`src/rtl/fetch_instr_queue.sv`:
```
// Fetch-to-decode instruction queue.
// Buffers one fetched instruction per entry (PC, instruction bits, branch
// prediction, fetch exception) and presents the oldest entry to the decoder
// under a valid/ready handshake. Once an exception entry is accepted, fetch is
// refused until that entry has been consumed, so nothing fetched after a fault
// can reach decode.
//
// state        | meaning
// -------------+-----------------------------------------------------------
// ST_RUN       | normal operation, fetch accepted whenever the queue has room
// ST_XCPT_HOLD | an exception entry is queued; fetch is refused until it pops
module fetch_instr_queue #(
    parameter int unsigned VADDR_WIDTH      = 32,
    parameter int unsigned MAX_ILEN         = 32,
    parameter int unsigned XCPT_CAUSE_WIDTH = 32,
    parameter int unsigned DEPTH            = 4,
    localparam int unsigned PTR_W           = $clog2(DEPTH),
    localparam int unsigned CNT_W           = $clog2(DEPTH + 1)
) (
    input  logic                        clk_i,
    input  logic                        rst_ni,
    input  logic                        flush_i,

    input  logic                        fe_valid_i,
    output logic                        fe_ready_o,
    input  logic [VADDR_WIDTH-1:0]      fe_pc_i,
    input  logic [MAX_ILEN-1:0]         fe_instr_i,
    input  logic                        fe_bp_is_branch_i,
    input  logic                        fe_bp_decision_i,
    input  logic [VADDR_WIDTH-1:0]      fe_bp_pred_addr_i,
    input  logic                        fe_xcpt_valid_i,
    input  logic [XCPT_CAUSE_WIDTH-1:0] fe_xcpt_cause_i,

    output logic                        instr_valid_o,
    input  logic                        instr_ready_i,
    output logic [VADDR_WIDTH-1:0]      instr_pc_o,
    output logic [MAX_ILEN-1:0]         instr_content_o,
    output logic                        bp_is_branch_o,
    output logic                        bp_decision_o,
    output logic [VADDR_WIDTH-1:0]      bp_pred_addr_o,
    output logic                        xcpt_valid_o,
    output logic [VADDR_WIDTH-1:0]      xcpt_origin_o,
    output logic [XCPT_CAUSE_WIDTH-1:0] xcpt_cause_o,

    output logic [CNT_W-1:0]            count_o
);

    typedef enum logic {
        ST_RUN       = 1'b0,
        ST_XCPT_HOLD = 1'b1
    } state_e;

    state_e             state_q, state_d;
    logic [PTR_W-1:0]   wr_ptr_q, wr_ptr_d;
    logic [PTR_W-1:0]   rd_ptr_q, rd_ptr_d;
    logic [CNT_W-1:0]   count_q, count_d;
    logic               xcpt_in_q, xcpt_in_d;

    // Entry storage; contents are only meaningful below count_q, so no reset.
    logic [VADDR_WIDTH-1:0]      pc_mem_q        [DEPTH];
    logic [MAX_ILEN-1:0]         instr_mem_q     [DEPTH];
    logic                        is_branch_mem_q [DEPTH];
    logic                        decision_mem_q  [DEPTH];
    logic [VADDR_WIDTH-1:0]      pred_addr_mem_q [DEPTH];
    logic                        xcpt_mem_q      [DEPTH];
    logic [XCPT_CAUSE_WIDTH-1:0] cause_mem_q     [DEPTH];

    logic head_valid;
    logic head_xcpt;
    logic push;
    logic pop;

    function automatic logic [PTR_W-1:0] ptr_inc(input logic [PTR_W-1:0] p);
        return (p == PTR_W'(DEPTH - 1)) ? '0 : p + PTR_W'(1);
    endfunction

    // Handshake qualification; fe_ready_o is built from registered state only.
    always_comb begin
        head_valid = (count_q != '0);
        head_xcpt  = xcpt_mem_q[rd_ptr_q];
        fe_ready_o = (count_q != CNT_W'(DEPTH)) && (state_q == ST_RUN);
        push       = fe_valid_i && fe_ready_o && !flush_i;
        pop        = head_valid && instr_ready_i && !flush_i;
    end

    // Pointer, occupancy and exception-tracking next-state.
    always_comb begin
        wr_ptr_d  = wr_ptr_q;
        rd_ptr_d  = rd_ptr_q;
        count_d   = count_q;
        xcpt_in_d = xcpt_in_q;

        if (push) begin
            wr_ptr_d = ptr_inc(wr_ptr_q);
        end
        if (pop) begin
            rd_ptr_d = ptr_inc(rd_ptr_q);
        end

        unique case ({push, pop})
            2'b10:   count_d = count_q + CNT_W'(1);
            2'b01:   count_d = count_q - CNT_W'(1);
            default: count_d = count_q;
        endcase

        // Only one exception entry can be queued at a time: pushes stop behind it.
        if (pop && head_xcpt) begin
            xcpt_in_d = 1'b0;
        end
        if (push && fe_xcpt_valid_i) begin
            xcpt_in_d = 1'b1;
        end

        if (flush_i) begin
            wr_ptr_d  = '0;
            rd_ptr_d  = '0;
            count_d   = '0;
            xcpt_in_d = 1'b0;
        end
    end

    // FSM next-state: hold fetch from an accepted fault until that entry leaves.
    always_comb begin
        state_d = state_q;
        unique case (state_q)
            ST_RUN: begin
                if (push && fe_xcpt_valid_i) begin
                    state_d = ST_XCPT_HOLD;
                end
            end
            ST_XCPT_HOLD: begin
                if (xcpt_in_q && pop && head_xcpt) begin
                    state_d = ST_RUN;
                end
            end
            default: state_d = ST_RUN;
        endcase
        if (flush_i) begin
            state_d = ST_RUN;
        end
    end

    // Control registers with asynchronous active-low reset.
    always_ff @(posedge clk_i or negedge rst_ni) begin
        if (!rst_ni) begin
            state_q   <= ST_RUN;
            wr_ptr_q  <= '0;
            rd_ptr_q  <= '0;
            count_q   <= '0;
            xcpt_in_q <= 1'b0;
        end else begin
            state_q   <= state_d;
            wr_ptr_q  <= wr_ptr_d;
            rd_ptr_q  <= rd_ptr_d;
            count_q   <= count_d;
            xcpt_in_q <= xcpt_in_d;
        end
    end

    // Entry write on an accepted push.
    always_ff @(posedge clk_i) begin
        if (push) begin
            pc_mem_q[wr_ptr_q]        <= fe_pc_i;
            instr_mem_q[wr_ptr_q]     <= fe_instr_i;
            is_branch_mem_q[wr_ptr_q] <= fe_bp_is_branch_i;
            decision_mem_q[wr_ptr_q]  <= fe_bp_decision_i;
            pred_addr_mem_q[wr_ptr_q] <= fe_bp_pred_addr_i;
            xcpt_mem_q[wr_ptr_q]      <= fe_xcpt_valid_i;
            cause_mem_q[wr_ptr_q]     <= fe_xcpt_cause_i;
        end
    end

    // Head presentation; payload is zeroed whenever there is no valid head.
    always_comb begin
        instr_valid_o   = head_valid;
        instr_pc_o      = '0;
        instr_content_o = '0;
        bp_is_branch_o  = 1'b0;
        bp_decision_o   = 1'b0;
        bp_pred_addr_o  = '0;
        xcpt_valid_o    = 1'b0;
        xcpt_origin_o   = '0;
        xcpt_cause_o    = '0;
        count_o         = count_q;
        if (head_valid) begin
            instr_pc_o      = pc_mem_q[rd_ptr_q];
            instr_content_o = instr_mem_q[rd_ptr_q];
            bp_is_branch_o  = is_branch_mem_q[rd_ptr_q];
            bp_decision_o   = decision_mem_q[rd_ptr_q];
            bp_pred_addr_o  = pred_addr_mem_q[rd_ptr_q];
            xcpt_valid_o    = head_xcpt;
            if (head_xcpt) begin
                xcpt_origin_o = pc_mem_q[rd_ptr_q];
                xcpt_cause_o  = cause_mem_q[rd_ptr_q];
            end
        end
    end

endmodule

```
`config.mk`:
```
export PLATFORM = sky130hd
export DESIGN_NAME = fetch_instr_queue
export DESIGN_NICKNAME = d
export VERILOG_FILES = /design/src/rtl/fetch_instr_queue.sv
export SDC_FILE = /design/constraint.sdc
export NUM_CORES = 1
export LEC_CHECK = 0
export CAP_MARGIN = 10
export CORE_MARGIN = 3
export CORE_UTILIZATION = 59
export CTS_CLUSTER_SIZE = 40
export DETAILED_ROUTE_END_ITERATION = 8
export HOLD_SLACK_MARGIN = 0.02
export PLACE_DENSITY = 0.95
export SYNTH_ARGS = -nofsm -noshare
export SYNTH_HDL_FRONTEND = slang
export SYNTH_SLANG_ARGS = --single-unit
```
`constraint.sdc`:
```
create_clock -name clk_i -period 6.9 [get_ports clk_i]
set_input_delay 0.69 -clock clk_i [delete_from_list [all_inputs] [get_ports clk_i]]
set_output_delay 0.69 -clock clk_i [all_outputs]
set_load 0.05 [all_outputs]
```
Word level (Yosys, flattened, before mapping)

Memories as Yosys holds them, arrays and structs flattened.
Cells that the tools add are included.
W data, S select, Z words.

Bits in registers: 9
Memory bits (writable): 524
Bits of input ports: 136
Output and inout bits: 168
Logic and storage cells: 64
Memories kept: 7

Add/sub/neg operators: 4
Eq/ne operators: 5
Mux-type cells: 27
Bitwise logic cells: 1
Reductions and logical operators: 15

Memories:

| name            | depth | width | rd ports | clocked after Yosys merged registers in | write ports | line | text |
|---|---|---|---|---|---|---|---|
| cause_mem_q     | 4     | 32    | 1        | 0                                       | 1           | 66   | `logic [XCPT_CAUSE_WIDTH-1:0] cause_mem_q [DEPTH];` |
| instr_mem_q     | 4     | 32    | 1        | 0                                       | 1           | 61   | `logic [MAX_ILEN-1:0] instr_mem_q [DEPTH];` |
| pc_mem_q        | 4     | 32    | 1        | 0                                       | 1           | 60   | `logic [VADDR_WIDTH-1:0] pc_mem_q [DEPTH];` |
| pred_addr_mem_q | 4     | 32    | 1        | 0                                       | 1           | 64   | `logic [VADDR_WIDTH-1:0] pred_addr_mem_q [DEPTH];` |
| decision_mem_q  | 4     | 1     | 1        | 0                                       | 1           | 63   | `logic decision_mem_q [DEPTH];` |
| is_branch_mem_q | 4     | 1     | 1        | 0                                       | 1           | 62   | `logic is_branch_mem_q [DEPTH];` |
| 1 more memories | -     | -     | -        | -                                       | -           | -    |  |

Operators by type and width:

| operator              | number |
|---|---|
| $mux W32              | 7 |
| $mux W2               | 6 |
| $mux W1               | 11 |
| $logic_and A1 B1 Y1   | 9 |
| $reduce_bool A3 Y1    | 3 |
| $eq A2 B2 Y1 const B  | 3 |
| $pmux W3 S2           | 1 |
| $add A2 B1 Y2 const B | 2 |
| $reduce_bool A2 Y1    | 2 |
| $add A3 B1 Y3 const B | 1 |
| $mux W3               | 1 |
| $ne A3 B3 Y1 const B  | 1 |
| $sub A3 B1 Y3 const B | 1 |
| $eq A2 B1 Y1 const B  | 1 |
| $pmux W1 S2           | 1 |
| $logic_not A1 Y1      | 1 |
| $not A1 Y1            | 1 |

Longest topological paths before layout

Depth after elaboration: 8
Mapped depth: 11

Worst setup path after synthesis

OpenSTA, ideal clock, no wires.

Kind: reg2reg
From: register count_q[0] (netlist: count_o[0])
To: memory cause_mem_q[0][0] (enable)
Arrival time: 4.554 ns
Path slack: 1.840 ns
Stages on the path, launching flop included: 5
Path buffers: 1
Clock period less this slack: 5.060 ns
Cell sequence: dfrtp_1 buf_2 nor3b_1 nor4b_1 and2_1

Cells in the longest elaborated chain, start to end: 6

Ends and longest elaborated chain:

| what                             | line | text |
|---|---|---|
| start: declaration               | 56   | `logic [CNT_W-1:0] count_q, count_d;` |
| start signal: assignment         | 155  | `count_q <= count_d;` |
| $ne A3 B3 Y1                     | 81   | `fe_ready_o = (count_q != CNT_W'(DEPTH)) && (state_q == ST_RUN);` |
| $logic_and A1 B1 Y1              | 81   |  |
| $logic_and A1 B1 Y1 (2 in a row) | 82   | `push = fe_valid_i && fe_ready_o && !flush_i;` |
| $mux W1                          | 162  | `if (push) begin` |
| $mux W1 (not written as such)    | 169  | `cause_mem_q[wr_ptr_q] <= fe_xcpt_cause_i;` |
| end: declaration                 | 66   |  |

No other way between the ends.

Worst setup path in the final report

From: register rd_ptr_q[1]
To: output xcpt_cause_o[12]

Cells in the longest elaborated chain, start to end: 3
Elaborated cells on any way between the ends: 4

Ends and longest elaborated chain:

| what                                            | line | text |
|---|---|---|
| start: declaration                              | 55   | `logic [PTR_W-1:0] rd_ptr_q, rd_ptr_d;` |
| start signal: assignment                        | 154  | `rd_ptr_q <= rd_ptr_d;` |
| $mem_v2 Z4 W32 or $mem_v2 Z4 W1 (tied branches) | -    |  |
| $mux W32 (*)                                    | 192  | `if (head_xcpt) begin` |
| $mux W32 (*)                                    | 185  | `if (head_valid) begin` |
| end: declaration                                | 43   | `output logic [XCPT_CAUSE_WIDTH-1:0] xcpt_cause_o,` |

Mark *: on every way between the ends. The rest lies on a longest branch, timed or not.

==> results.json <==
{
  "status": "complete, no violations",
  "cp_data_arrival_time_ns": 3.97,
  "ys_types": 40,
  "coreArea_mm2": 0.0350,
  "end_kind": "primary output",
  "avgRoutedWirePerCell_um": 25.0,
  "hpwl_um": 26600,
  "fin_cells": 1815,
  "final_util_pct": 74.8,
  "p_comb_share_pct": 28.9,
  "clock-sinks": 533,
  "io_buffers": 303,
  "busiest_layer": "met2",
  "multi_input_comb_area_mm2": 0.00474,
  "synthCells": 1017,
  "layout_commonest_cell": "edfxtp_1",
  "drt_wl_total_um": 45400,
  "finClkSkew_ns": 0.0313,
  "synth-edff-count": 524,
  "cts_buffer_depth": 3,
  "area_delta_synth_final_pct": 23.7,
  "dieHeight_um": 195,
  "grt_pass1_vias": 11600,
  "final-seq-area_mm2": 0.0160,
  "cts-hold-fix-buffers": 0,
  "syn_nets": 1159,
  "drive_gt1_share_pct": 16.4,
  "syn_area_per_cell_um2": 20.8,
  "grt_pass1_wl_um": 70300,
  "cts_tree": "yes",
  "antenna_found_initial": 4,
  "n_fill_cell": 1829,
  "grt_util_met3_pct": 5.04,
  "drv_cap": 0,
  "power.share.clock_pct": 30.0,
  "htreeDepth": 2,
  "critPathMaxFanout": 50,
  "synth-async-reset-ratio_pct": 1.69,
  "finalHoldViolCount": 0,
  "std_cell_rows": 68,
  "start_kind": "register",
  "drt-pass1-iter-count": 5,
  "vias": 10900,
  "initial_utilization_pct": 60.5,
  "setup_viol": 0,
  "die_x_um": 195,
  "drt_iter0_drc": 833,
  "clk_latency_ns": 0.57,
  "vdd_drop_max_mv": 0.277,
  "leakage_uw": 0.00810,
  "drtAntennaViolNets": 0,
  "use_met1_pct": 32.2,
  "drc": 0,
  "p_sw_share_pct": 32.1,
  "use_met2_pct": 40.6,
  "final_cell_mix": "edfxtp_1 (524), clkdlybuf4s50_1 (303), and2_1 (100), mux4_2 (99), a211oi_1 (62)",
  "die_area_mm2": 0.0381,
  "overflow": 0,
  "min_period_ns": 4.66,
  "total_power_uw": 9160,
  "ys_warn_count": 0,
  "fmax_mhz": 215,
  "fin_setup_tns_ns": 0,
  "worstSetupPathType": "register to primary output",
  "io_pins": 304,
  "critPathRequiredTime_ns": 6.21,
  "seq_area_frac_synth_pct": 75.5,
  "relSlewSlack_pct": 31.8,
  "finalCritPeriodShare_pct": 67.5,
  "synth_ff_type": "edfxtp_1",
  "dp.cells": 1719,
  "fin_nets": 1459,
  "syn_area_mm2": 0.0211,
  "clkTransAtPathRegs_ns": 0.06,
  "grt_max_degree": 148,
  "post-cts-setup-buffers": 0,
  "rsz0062_at_grt": "no",
  "hp-class": "input pin to async pin",
  "via_per_inst": 6.03,
  "powerDensity_mw_per_mm2": 350,
  "slew_violations": 0,
  "grt.total_usage_pct": 24.0,
  "ys_ff_latch": 533,
  "worst_pin_slew_ns": 1.02,
  "power.internal_uw": 6220,
  "pwr-share-seq_pct": 41.0,
  "cts_resized": 0,
  "gp_routability_congestion": 0.750,
  "power.switching_uw": 2940,
  "cts_buffers": 51,
  "cts-root-buf": "clkbuf_16"
}
-- cell families (layout without fill, tap and decap cells) --
logic type	Yosys count	in the layout	synth area share (%)
AO/OA/AOI/OAI	105	105	4.75
XOR/XNOR	1	1	0.0414
adder cells (fa/ha/maj)	6	6	0.391
buffers and inverters	70	412	2.16
flip-flops	533	533	75.5
multiplexers	137	137	12.4
other	0	1	0
AND/OR/NAND/NOR	165	165	4.82
-- per-stage QoR --
step	worst slack [ns]	hold WS, ns	area [um2]
after floorplan	1.84	0.394	21100
after global placement	2.98	0.531	24500
after detailed placement	2.79	0.543	24500
after CTS	2.17	0.420	26200
after global routing	2.06	0.454	26200
final	2.24	0.433	26200
-- synthesized netlist by cell type (all sizes together), types with 9 or more instances --
master | count | area, um2
mux4 | 99 | 2230
a211oi | 62 | 465
edfxtp | 524 | 15700
clkbuf | 15 | 58.8
and2 | 104 | 651
buf | 50 | 379
mux2i | 37 | 370
nor2 | 9 | 41.3
nor2b | 33 | 206
dfrtp | 9 | 225
a2111oi | 31 | 455
-- worst max-delay path, stage by stage, from the launching register on --
cell,delay [ns]
dfrtp_4,0.86
mux2i_1,0.19
mux2_4,0.55
nor2_4,0.69
and2_1,0.24
clkdlybuf4s50_1,0.83
-- sequential cells by signal, summed over array words and instances (netlist names) --
register,flops
instr_mem_q,128
decision_mem_q,4
wr_ptr_q,2
xcpt_mem_q,4
is_branch_mem_q,4
pc_mem_q,128
rd_ptr_q,2
xcpt_in_q,1
cause_mem_q,128
count_o,3
pred_addr_mem_q,128
state_q,1
-- layout make-up --
class                           count  area share [%]
Timing Repair Buffer              312            12.1
Clock buffer                       67            5.39
Sequential cell                   533            61.1
Clock inverter                     28            1.04
Antenna cell                        1         0.00957
Tap cell                          455            2.18
Inverter                            5          0.0718
Multi-Input combinational cell    414            18.1
-- routing by layer --
metal	part of all wire (%)	vias to the layer above
met5	0.090	-
met4	2.7	6
met2	52	482
met1	38	5575
li1	-	4778
met3	7.5	96
-- path summary, 6_finish.rpt --
check	start	to	slack [ns]	cells past startpoint
max reg2reg	count_o[1]	count_o[2]	3.26	11
min in group clk_i	xcpt_in_q	xcpt_in_q	0.56	2
max	rd_ptr_q[1]	xcpt_cause_o[12]	2.24	5
min reg2reg	xcpt_in_q	xcpt_in_q	0.56	2
max in group asynchronous	rst_ni	rd_ptr_q[0]	6.11	1
min	rst_ni	rd_ptr_q[1]	0.43	1
-- power groups by stage --
stage                     sequential, uW  clock, uW  combinational [uW]
after detailed placement            3820          0                2660
after global routing                3770       2930                2770
after CTS                           3760       2800                2680
final                               3760       2750                2650
after floorplan                     3800          0                1840
after global placement              3810          0                2610
Power figures use the tool's default switching activity.
